==> config.mk <==
export PLATFORM = sky130hd
export DESIGN_NAME = alu_issue_stage_flat
export DESIGN_NICKNAME = d
export VERILOG_FILES = /design/src/rtl/alu_pkg.sv /design/src/rtl/alu_issue_stage_if.sv /design/src/rtl/alu_ctrl_dec.sv /design/src/rtl/alu_issue_stage.sv /design/src/flat_wrapper.sv
export SDC_FILE = /design/constraint.sdc
export NUM_CORES = 1
export LEC_CHECK = 0
export CORE_MARGIN = 4
export CORE_UTILIZATION = 47
export DETAILED_ROUTE_END_ITERATION = 12
export GPL_TIMING_DRIVEN = 0
export MAX_ROUTING_LAYER = met4
export PLACE_DENSITY = 0.87
export SETUP_SLACK_MARGIN = 0.1
export SLEW_MARGIN = 20
export SYNTH_ARGS = -nofsm -noshare
export SYNTH_HDL_FRONTEND = slang
export SYNTH_SLANG_ARGS = --single-unit
==> constraint.sdc <==
create_clock -name clk -period 6.98 [get_ports clk]
set_input_delay 1.396 -clock clk [delete_from_list [all_inputs] [get_ports clk]]
set_output_delay 1.396 -clock clk [all_outputs]
set_load 0.03 [all_outputs]
==> src/rtl/alu_pkg.sv <==
// Shared ALU encodings, ID/EX payload layout and forwarding helper for the
// issue stage.
package alu_pkg;

   localparam int unsigned XLEN    = 32;
   localparam int unsigned REG_W   = 5;
   localparam int unsigned FUNCT_W = 6;
   localparam int unsigned SIG_W   = 3;
   localparam int unsigned CNT_W   = 8;

   typedef enum logic [SIG_W-1:0] {
      SIG_AND = 3'b000,
      SIG_OR  = 3'b001,
      SIG_ADD = 3'b010,
      SIG_SRL = 3'b101,
      SIG_SUB = 3'b110,
      SIG_SLT = 3'b111
   } alu_sig_e;

   typedef enum logic [1:0] {
      ALUOP_MEM   = 2'b00,
      ALUOP_BR    = 2'b01,
      ALUOP_RTYPE = 2'b10,
      ALUOP_ILL   = 2'b11
   } aluop_e;

   localparam logic [FUNCT_W-1:0] FUNCT_AND = 6'b100100;
   localparam logic [FUNCT_W-1:0] FUNCT_OR  = 6'b100101;
   localparam logic [FUNCT_W-1:0] FUNCT_ADD = 6'b100000;
   localparam logic [FUNCT_W-1:0] FUNCT_SUB = 6'b100010;
   localparam logic [FUNCT_W-1:0] FUNCT_SLT = 6'b101010;
   localparam logic [FUNCT_W-1:0] FUNCT_SRL = 6'b000010;

   typedef struct packed {
      logic             valid;
      logic [SIG_W-1:0] signal;
      logic [REG_W-1:0] shamt;
      logic [REG_W-1:0] rs;
      logic [REG_W-1:0] rt;
      logic [REG_W-1:0] rd;
      logic [XLEN-1:0]  rdata_a;
      logic [XLEN-1:0]  rdata_b;
      logic [XLEN-1:0]  imm;
      logic             alusrc;
      logic             regwrite;
      logic             illegal;
   } idex_t;

   // Youngest producer wins; register 0 is hardwired and never forwarded.
   function automatic logic [XLEN-1:0] fwd_sel(
      input logic [REG_W-1:0] src,
      input logic [XLEN-1:0]  rdata,
      input logic             exmem_we,
      input logic [REG_W-1:0] exmem_rd,
      input logic [XLEN-1:0]  exmem_res,
      input logic             memwb_we,
      input logic [REG_W-1:0] memwb_rd,
      input logic [XLEN-1:0]  memwb_res
   );
      if (src != '0 && exmem_we && exmem_rd == src) return exmem_res;
      if (src != '0 && memwb_we && memwb_rd == src) return memwb_res;
      return rdata;
   endfunction

endpackage

==> src/rtl/alu_issue_stage_if.sv <==
// ID-side inputs, forwarding sources and EX-side ALU outputs of the issue stage.
interface alu_issue_stage_if;
   import alu_pkg::*;

   logic               stall;
   logic               flush;
   logic               id_valid;
   logic [1:0]         id_aluop;
   logic [FUNCT_W-1:0] id_funct;
   logic [REG_W-1:0]   id_shamt;
   logic [REG_W-1:0]   id_rs;
   logic [REG_W-1:0]   id_rt;
   logic [REG_W-1:0]   id_rd;
   logic [XLEN-1:0]    id_rdataA;
   logic [XLEN-1:0]    id_rdataB;
   logic [XLEN-1:0]    id_imm;
   logic               id_alusrc;
   logic               id_regwrite;
   logic               exmem_regwrite;
   logic               memwb_regwrite;
   logic [REG_W-1:0]   exmem_rd;
   logic [REG_W-1:0]   memwb_rd;
   logic [XLEN-1:0]    exmem_result;
   logic [XLEN-1:0]    memwb_result;

   logic               ex_valid;
   logic [SIG_W-1:0]   ex_signal;
   logic [REG_W-1:0]   ex_shamt;
   logic [XLEN-1:0]    ex_dataA;
   logic [XLEN-1:0]    ex_dataB;
   logic [XLEN-1:0]    ex_storedata;
   logic [REG_W-1:0]   ex_rd;
   logic               ex_regwrite;
   logic               ex_illegal;
   logic [CNT_W-1:0]   illegal_cnt;

   modport master (
      output stall, flush, id_valid, id_aluop, id_funct, id_shamt, id_rs, id_rt, id_rd,
             id_rdataA, id_rdataB, id_imm, id_alusrc, id_regwrite,
             exmem_regwrite, memwb_regwrite, exmem_rd, memwb_rd, exmem_result, memwb_result,
      input  ex_valid, ex_signal, ex_shamt, ex_dataA, ex_dataB, ex_storedata,
             ex_rd, ex_regwrite, ex_illegal, illegal_cnt
   );

   modport slave (
      input  stall, flush, id_valid, id_aluop, id_funct, id_shamt, id_rs, id_rt, id_rd,
             id_rdataA, id_rdataB, id_imm, id_alusrc, id_regwrite,
             exmem_regwrite, memwb_regwrite, exmem_rd, memwb_rd, exmem_result, memwb_result,
      output ex_valid, ex_signal, ex_shamt, ex_dataA, ex_dataB, ex_storedata,
             ex_rd, ex_regwrite, ex_illegal, illegal_cnt
   );
endinterface

==> src/rtl/alu_ctrl_dec.sv <==
// ALUOp/funct to ALU operation select; undecodable ops flag illegal and select ADD.
module alu_ctrl_dec
   import alu_pkg::*;
(
   input  logic [1:0]         aluop_i,
   input  logic [FUNCT_W-1:0] funct_i,
   output alu_sig_e           signal_o,
   output logic               illegal_o
);

   always_comb begin
      signal_o  = SIG_ADD;
      illegal_o = 1'b0;
      case (aluop_i)
         ALUOP_MEM:   signal_o = SIG_ADD;
         ALUOP_BR:    signal_o = SIG_SUB;
         ALUOP_RTYPE: begin
            case (funct_i)
               FUNCT_AND: signal_o = SIG_AND;
               FUNCT_OR:  signal_o = SIG_OR;
               FUNCT_ADD: signal_o = SIG_ADD;
               FUNCT_SUB: signal_o = SIG_SUB;
               FUNCT_SLT: signal_o = SIG_SLT;
               FUNCT_SRL: signal_o = SIG_SRL;
               default:   illegal_o = 1'b1;
            endcase
         end
         default:     illegal_o = 1'b1;
      endcase
   end

endmodule

==> src/rtl/alu_issue_stage.sv <==
// ID/EX pipeline register with stall/flush, EX-side operand forwarding and a
// saturating count of issued illegal instructions.
module alu_issue_stage
   import alu_pkg::*;
(
   input  logic              clk,
   input  logic              rst,
   alu_issue_stage_if.slave  bus
);

   alu_sig_e         dec_signal;
   logic             dec_illegal;
   idex_t            idex_q, idex_d;
   logic [CNT_W-1:0] cnt_q, cnt_d;
   logic [XLEN-1:0]  fwd_a, fwd_b;

   alu_ctrl_dec u_dec (
      .aluop_i   (bus.id_aluop),
      .funct_i   (bus.id_funct),
      .signal_o  (dec_signal),
      .illegal_o (dec_illegal)
   );

   // Flush beats stall; a non-valid ID slot never writes or counts as illegal.
   always_comb begin
      idex_d = idex_q;
      cnt_d  = cnt_q;
      if (bus.flush) begin
         idex_d = '0;
      end else if (!bus.stall) begin
         idex_d.valid    = bus.id_valid;
         idex_d.signal   = dec_signal;
         idex_d.shamt    = bus.id_shamt;
         idex_d.rs       = bus.id_rs;
         idex_d.rt       = bus.id_rt;
         idex_d.rd       = bus.id_rd;
         idex_d.rdata_a  = bus.id_rdataA;
         idex_d.rdata_b  = bus.id_rdataB;
         idex_d.imm      = bus.id_imm;
         idex_d.alusrc   = bus.id_alusrc;
         idex_d.regwrite = bus.id_valid & bus.id_regwrite & ~dec_illegal;
         idex_d.illegal  = bus.id_valid & dec_illegal;
         if (bus.id_valid && dec_illegal && cnt_q != '1) begin
            cnt_d = cnt_q + CNT_W'(1);
         end
      end
   end

   always_ff @(posedge clk or posedge rst) begin
      if (rst) begin
         idex_q <= '0;
         cnt_q  <= '0;
      end else begin
         idex_q <= idex_d;
         cnt_q  <= cnt_d;
      end
   end

   assign fwd_a = fwd_sel(idex_q.rs, idex_q.rdata_a,
                          bus.exmem_regwrite, bus.exmem_rd, bus.exmem_result,
                          bus.memwb_regwrite, bus.memwb_rd, bus.memwb_result);
   assign fwd_b = fwd_sel(idex_q.rt, idex_q.rdata_b,
                          bus.exmem_regwrite, bus.exmem_rd, bus.exmem_result,
                          bus.memwb_regwrite, bus.memwb_rd, bus.memwb_result);

   assign bus.ex_valid     = idex_q.valid;
   assign bus.ex_signal    = idex_q.signal;
   assign bus.ex_shamt     = idex_q.shamt;
   assign bus.ex_dataA     = fwd_a;
   assign bus.ex_dataB     = idex_q.alusrc ? idex_q.imm : fwd_b;
   assign bus.ex_storedata = fwd_b;
   assign bus.ex_rd        = idex_q.rd;
   assign bus.ex_regwrite  = idex_q.regwrite;
   assign bus.ex_illegal   = idex_q.illegal;
   assign bus.illegal_cnt  = cnt_q;

endmodule
==> src/flat_wrapper.sv <==
// flat-port wrapper written by rule: the top's interface ports become plain ports
module alu_issue_stage_flat import alu_pkg::*;
  (clk, rst, bus_stall, bus_flush, bus_id_valid, bus_id_aluop, bus_id_funct, bus_id_shamt, bus_id_rs, bus_id_rt, bus_id_rd, bus_id_rdataA, bus_id_rdataB, bus_id_imm, bus_id_alusrc, bus_id_regwrite, bus_exmem_regwrite, bus_memwb_regwrite, bus_exmem_rd, bus_memwb_rd, bus_exmem_result, bus_memwb_result, bus_ex_valid, bus_ex_signal, bus_ex_shamt, bus_ex_dataA, bus_ex_dataB, bus_ex_storedata, bus_ex_rd, bus_ex_regwrite, bus_ex_illegal, bus_illegal_cnt);
  alu_issue_stage_if bus_i ();
  input  logic clk;
  input  logic rst;
  input wire logic [$bits(bus_i.stall)-1:0] bus_stall;
  input wire logic [$bits(bus_i.flush)-1:0] bus_flush;
  input wire logic [$bits(bus_i.id_valid)-1:0] bus_id_valid;
  input wire logic [$bits(bus_i.id_aluop)-1:0] bus_id_aluop;
  input wire logic [$bits(bus_i.id_funct)-1:0] bus_id_funct;
  input wire logic [$bits(bus_i.id_shamt)-1:0] bus_id_shamt;
  input wire logic [$bits(bus_i.id_rs)-1:0] bus_id_rs;
  input wire logic [$bits(bus_i.id_rt)-1:0] bus_id_rt;
  input wire logic [$bits(bus_i.id_rd)-1:0] bus_id_rd;
  input wire logic [$bits(bus_i.id_rdataA)-1:0] bus_id_rdataA;
  input wire logic [$bits(bus_i.id_rdataB)-1:0] bus_id_rdataB;
  input wire logic [$bits(bus_i.id_imm)-1:0] bus_id_imm;
  input wire logic [$bits(bus_i.id_alusrc)-1:0] bus_id_alusrc;
  input wire logic [$bits(bus_i.id_regwrite)-1:0] bus_id_regwrite;
  input wire logic [$bits(bus_i.exmem_regwrite)-1:0] bus_exmem_regwrite;
  input wire logic [$bits(bus_i.memwb_regwrite)-1:0] bus_memwb_regwrite;
  input wire logic [$bits(bus_i.exmem_rd)-1:0] bus_exmem_rd;
  input wire logic [$bits(bus_i.memwb_rd)-1:0] bus_memwb_rd;
  input wire logic [$bits(bus_i.exmem_result)-1:0] bus_exmem_result;
  input wire logic [$bits(bus_i.memwb_result)-1:0] bus_memwb_result;
  output wire logic [$bits(bus_i.ex_valid)-1:0] bus_ex_valid;
  output wire logic [$bits(bus_i.ex_signal)-1:0] bus_ex_signal;
  output wire logic [$bits(bus_i.ex_shamt)-1:0] bus_ex_shamt;
  output wire logic [$bits(bus_i.ex_dataA)-1:0] bus_ex_dataA;
  output wire logic [$bits(bus_i.ex_dataB)-1:0] bus_ex_dataB;
  output wire logic [$bits(bus_i.ex_storedata)-1:0] bus_ex_storedata;
  output wire logic [$bits(bus_i.ex_rd)-1:0] bus_ex_rd;
  output wire logic [$bits(bus_i.ex_regwrite)-1:0] bus_ex_regwrite;
  output wire logic [$bits(bus_i.ex_illegal)-1:0] bus_ex_illegal;
  output wire logic [$bits(bus_i.illegal_cnt)-1:0] bus_illegal_cnt;
  assign bus_i.stall = bus_stall;
  assign bus_i.flush = bus_flush;
  assign bus_i.id_valid = bus_id_valid;
  assign bus_i.id_aluop = bus_id_aluop;
  assign bus_i.id_funct = bus_id_funct;
  assign bus_i.id_shamt = bus_id_shamt;
  assign bus_i.id_rs = bus_id_rs;
  assign bus_i.id_rt = bus_id_rt;
  assign bus_i.id_rd = bus_id_rd;
  assign bus_i.id_rdataA = bus_id_rdataA;
  assign bus_i.id_rdataB = bus_id_rdataB;
  assign bus_i.id_imm = bus_id_imm;
  assign bus_i.id_alusrc = bus_id_alusrc;
  assign bus_i.id_regwrite = bus_id_regwrite;
  assign bus_i.exmem_regwrite = bus_exmem_regwrite;
  assign bus_i.memwb_regwrite = bus_memwb_regwrite;
  assign bus_i.exmem_rd = bus_exmem_rd;
  assign bus_i.memwb_rd = bus_memwb_rd;
  assign bus_i.exmem_result = bus_exmem_result;
  assign bus_i.memwb_result = bus_memwb_result;
  assign bus_ex_valid = bus_i.ex_valid;
  assign bus_ex_signal = bus_i.ex_signal;
  assign bus_ex_shamt = bus_i.ex_shamt;
  assign bus_ex_dataA = bus_i.ex_dataA;
  assign bus_ex_dataB = bus_i.ex_dataB;
  assign bus_ex_storedata = bus_i.ex_storedata;
  assign bus_ex_rd = bus_i.ex_rd;
  assign bus_ex_regwrite = bus_i.ex_regwrite;
  assign bus_ex_illegal = bus_i.ex_illegal;
  assign bus_illegal_cnt = bus_i.illegal_cnt;
  alu_issue_stage u_core (.clk(clk), .rst(rst), .bus(bus_i));
endmodule
==> flow_summary_export.csv <==
group,metric,value,unit
cts,cts.reportedPaths.clkPinSlew,60,ps
die,coreArea,16100,um^2
power,clock_power_share,0.380,
drt,dr.first_iter.drc_count,789,
critical_path,cp_data_arrival_time,4840,ps
timing,setup_tns,0,ps
synthesis,ys_seq_area_frac,0.418,
synthesis,avgSynthCellArea,9.37,um^2
cts,cts_buffers,17,
power,p_int,1.70,mW
cts,cts_resized,0,
cts,htree_levels,4,
timing,whs,521,ps
finish,area_growth,53.2,%
die,rows,46,
synthesis,ys_ff_latch,131,
synthesis,async_flop_share,1.00,
critical_path,worstPathRequired,5580,ps
drt,drtPass1Iterations,6,
power,p_sw_frac,0.307,
synthesis,yosys_warnings,0,
cts,clock_sinks,131,
synthesis,synth_top_flop_cell,"dfrtp_1",
finish,final_common_cell,"clkdlybuf4s50_1",
drt,wl_per_cell,22.6,um
drt,vias,8057,
placement,port_buffers,324,
die,initial_core_util,0.487,
timing,rsz0062_at_grt,"no",
cts,cts_setup_buffers,0,
global_routing,grt_pass1_wl,46900,um
power,p_per_area,204,nW/um^2
critical_path,end_kind,"primary output",
status,status,"finished, final reports clean",
flow_run,drv_cap,0,
timing,slew_headroom,0.374,
drt,vias_per_cell,5.69,
synthesis,synth_fp_nets,1049,
power,p_leak,5.18,nW
drt,antenna_left,0,
cts,cts_buffer_depth,2,
timing,finalHoldViolCount,0,
global_routing,grt-ovfl-total,0,
placement,dpl.hpwl,25100,um
timing,fin_crit,6240,ps
power,irDropWorstVdd,0.176,mV
finish,final_nets,1393,
worst_hold_path,hp-class,"flip-flop to flip-flop",
critical_path,start_kind,"primary input",
finish,fin_cells,1415,
power,p_switching,0.753,mW
power,p_comb_frac,0.273,
die,dieArea,18800,um^2
drt,drc_errors,0,
timing,slew_viol_final,0,
timing,period_share,0.894,
synthesis,synthTopCellsByArea,"dfrtp_1, mux2i_1, nor2_1",
timing,setup_viol,0,
finish,fin_util,0.746,
synthesis,syn_area,7850,um^2
critical_path,path_class,"primary input to primary output",
finish,drive_above_1_share,0.0778,
timing,finalClockSkew,0.713,ps
cts,cts_tree,"done",
finish,most-common-layout-cells,"clkdlybuf4s50_1, nor2_1, mux2i_1, dfrtp_1, nand2_1",
synthesis,synth_cell_types,46,
die,ioPinCount,327,
global_routing,antenna_found_initial,0,
placement,placedCellCount,1379,
synthesis,synth-edff-count,0,
cts,holdBufCountCts,0,
synthesis,syn_inst,838,
cts,clk_latency,430,ps
power,pwr-share-seq,0.347,
synthesis,synth_top_area_frac,0.418,
die,die_h,137,um
cts,cts_root_buf,"clkbuf_16",
die,dieWidth,137,um
global_routing,grt_pass1_vias,8040,
drt,finalWirelength,32000,um
critical_path,cp_max_fo,10,
placement,gp_congestion,0.930,
timing,tightest_slew,939,ps
timing,fmaxAchievable,160,MHz
global_routing,gr-usage-all-layers,0.343,
synthesis,synth_top_cell_by_area,"dfrtp_1",
global_routing,grt_max_degree,74,
cell usage after synthesis (2+ instances only):
master,count
nor4_2,2
xnor2_1,17
o21ai_0,33
nor2b_1,4
mux2i_1,149
dfrtp_1,131
a21oi_1,4
inv_1,5
buf_4,15
o31ai_1,33
xor2_1,9
a221oi_1,15
nand2_1,54
or3_1,3
nand4_1,5
clkbuf_1,42
and3_1,32
a31oi_1,18
nor4b_1,2
nor2_1,157
buf_2,13
mux2_2,20
nand2b_1,2
nand3_1,20
ha_1,4
and4_1,2
buf_1,8
nor3_1,21
state kept, by name, indices dropped and copies added, names as in the netlist:
name                    cells
u_core.bus.ex_rd            5
u_core.bus.illegal_cnt      8
u_core.bus.ex_valid         1
u_core.bus.ex_signal        3
u_core.bus.ex_illegal       1
u_core.idex_q             107
u_core.bus.ex_shamt         5
u_core.bus.ex_regwrite      1
critical path, stage by stage:
cell and delay [ps]:
clkdlybuf4s50_1 520, xnor2_1 140, nand4_1 480, nor2_1 590, clkbuf_1 480, a221oi_1 190, o31ai_1 260, clkdlybuf4s50_1 770
metrics by stage:
step	cell area (um^2)	total power [mW]	setup WS [ps]
after floorplan	7850	1.20	2090
after global placement	11400	1.51	163
after detailed placement	11400	1.52	874
after CTS	12000	2.46	841
after global routing	12000	2.54	673
final	12000	2.45	742
layout make-up:
type,instances,area [um^2]
clock inverters,12,155
repair buffers,325,3270
diodes,4,10.0
fillers,1200,4090
clock buffers,20,457
plain buffers,79,377
multi-input cells,623,4190
well taps,216,270
flip-flops and latches,131,3280
inverters,5,26.3
layer usage:
layer | wire [um] | vias up | track usage
li1 | - | 3654 | -
met1 | 13100 | 3903 | 0.439
met2 | 15000 | 418 | 0.527
met3 | 2700 | 82 | 0.0847
met4 | 1230 | 0 | 0.138
met5 | 0 | - | -
power by group through the flow:
stage | Combinational [mW] | Sequential, mW | Clock, mW
2_1_floorplan | 0.325 | 0.870 | 0
6_report | 0.669 | 0.852 | 0.932
5_1_grt | 0.706 | 0.857 | 0.977
3_3_place_gp | 0.649 | 0.860 | 0
3_5_place_dp | 0.661 | 0.863 | 0
4_1_cts | 0.666 | 0.850 | 0.939
cell families (layout without fill, tap and decap cells):
| group | after synthesis | in the layout | synth area share |
|---|---|---|---|
| simple gates | 315 | 315 | 0.183 |
| mux | 169 | 169 | 0.219 |
| flops | 131 | 131 | 0.418 |
| compound gates | 109 | 109 | 0.0953 |
| buf+inv | 84 | 441 | 0.0504 |
| xor+xnor | 26 | 26 | 0.0290 |
| fa+ha+maj | 4 | 4 | 0.00638 |
| other cells | 0 | 4 | 0 |
final timing paths:
path	start	to	slack, ps	cells past startpoint
worst min-delay path	u_core.idex_q[70]$_DFFE_PP0P_	u_core.idex_q[70]$_DFFE_PP0P_	520	2
worst max-delay path	bus_exmem_rd[4]	bus_ex_dataB[6]	740	8
worst max register to register	u_core.bus.illegal_cnt[0]$_DFFE_PP0P_	u_core.bus.illegal_cnt[6]$_DFFE_PP0P_	5450	4
min in group asynchronous	rst	u_core.idex_q[108]$_DFFE_PP0P_	1390	2
max in group asynchronous	rst	u_core.idex_q[48]$_DFFE_PP0P_	4870	3
worst min register to register	u_core.idex_q[70]$_DFFE_PP0P_	u_core.idex_q[70]$_DFFE_PP0P_	520	2
No activity file was read; power rests on OpenSTA's default activity.
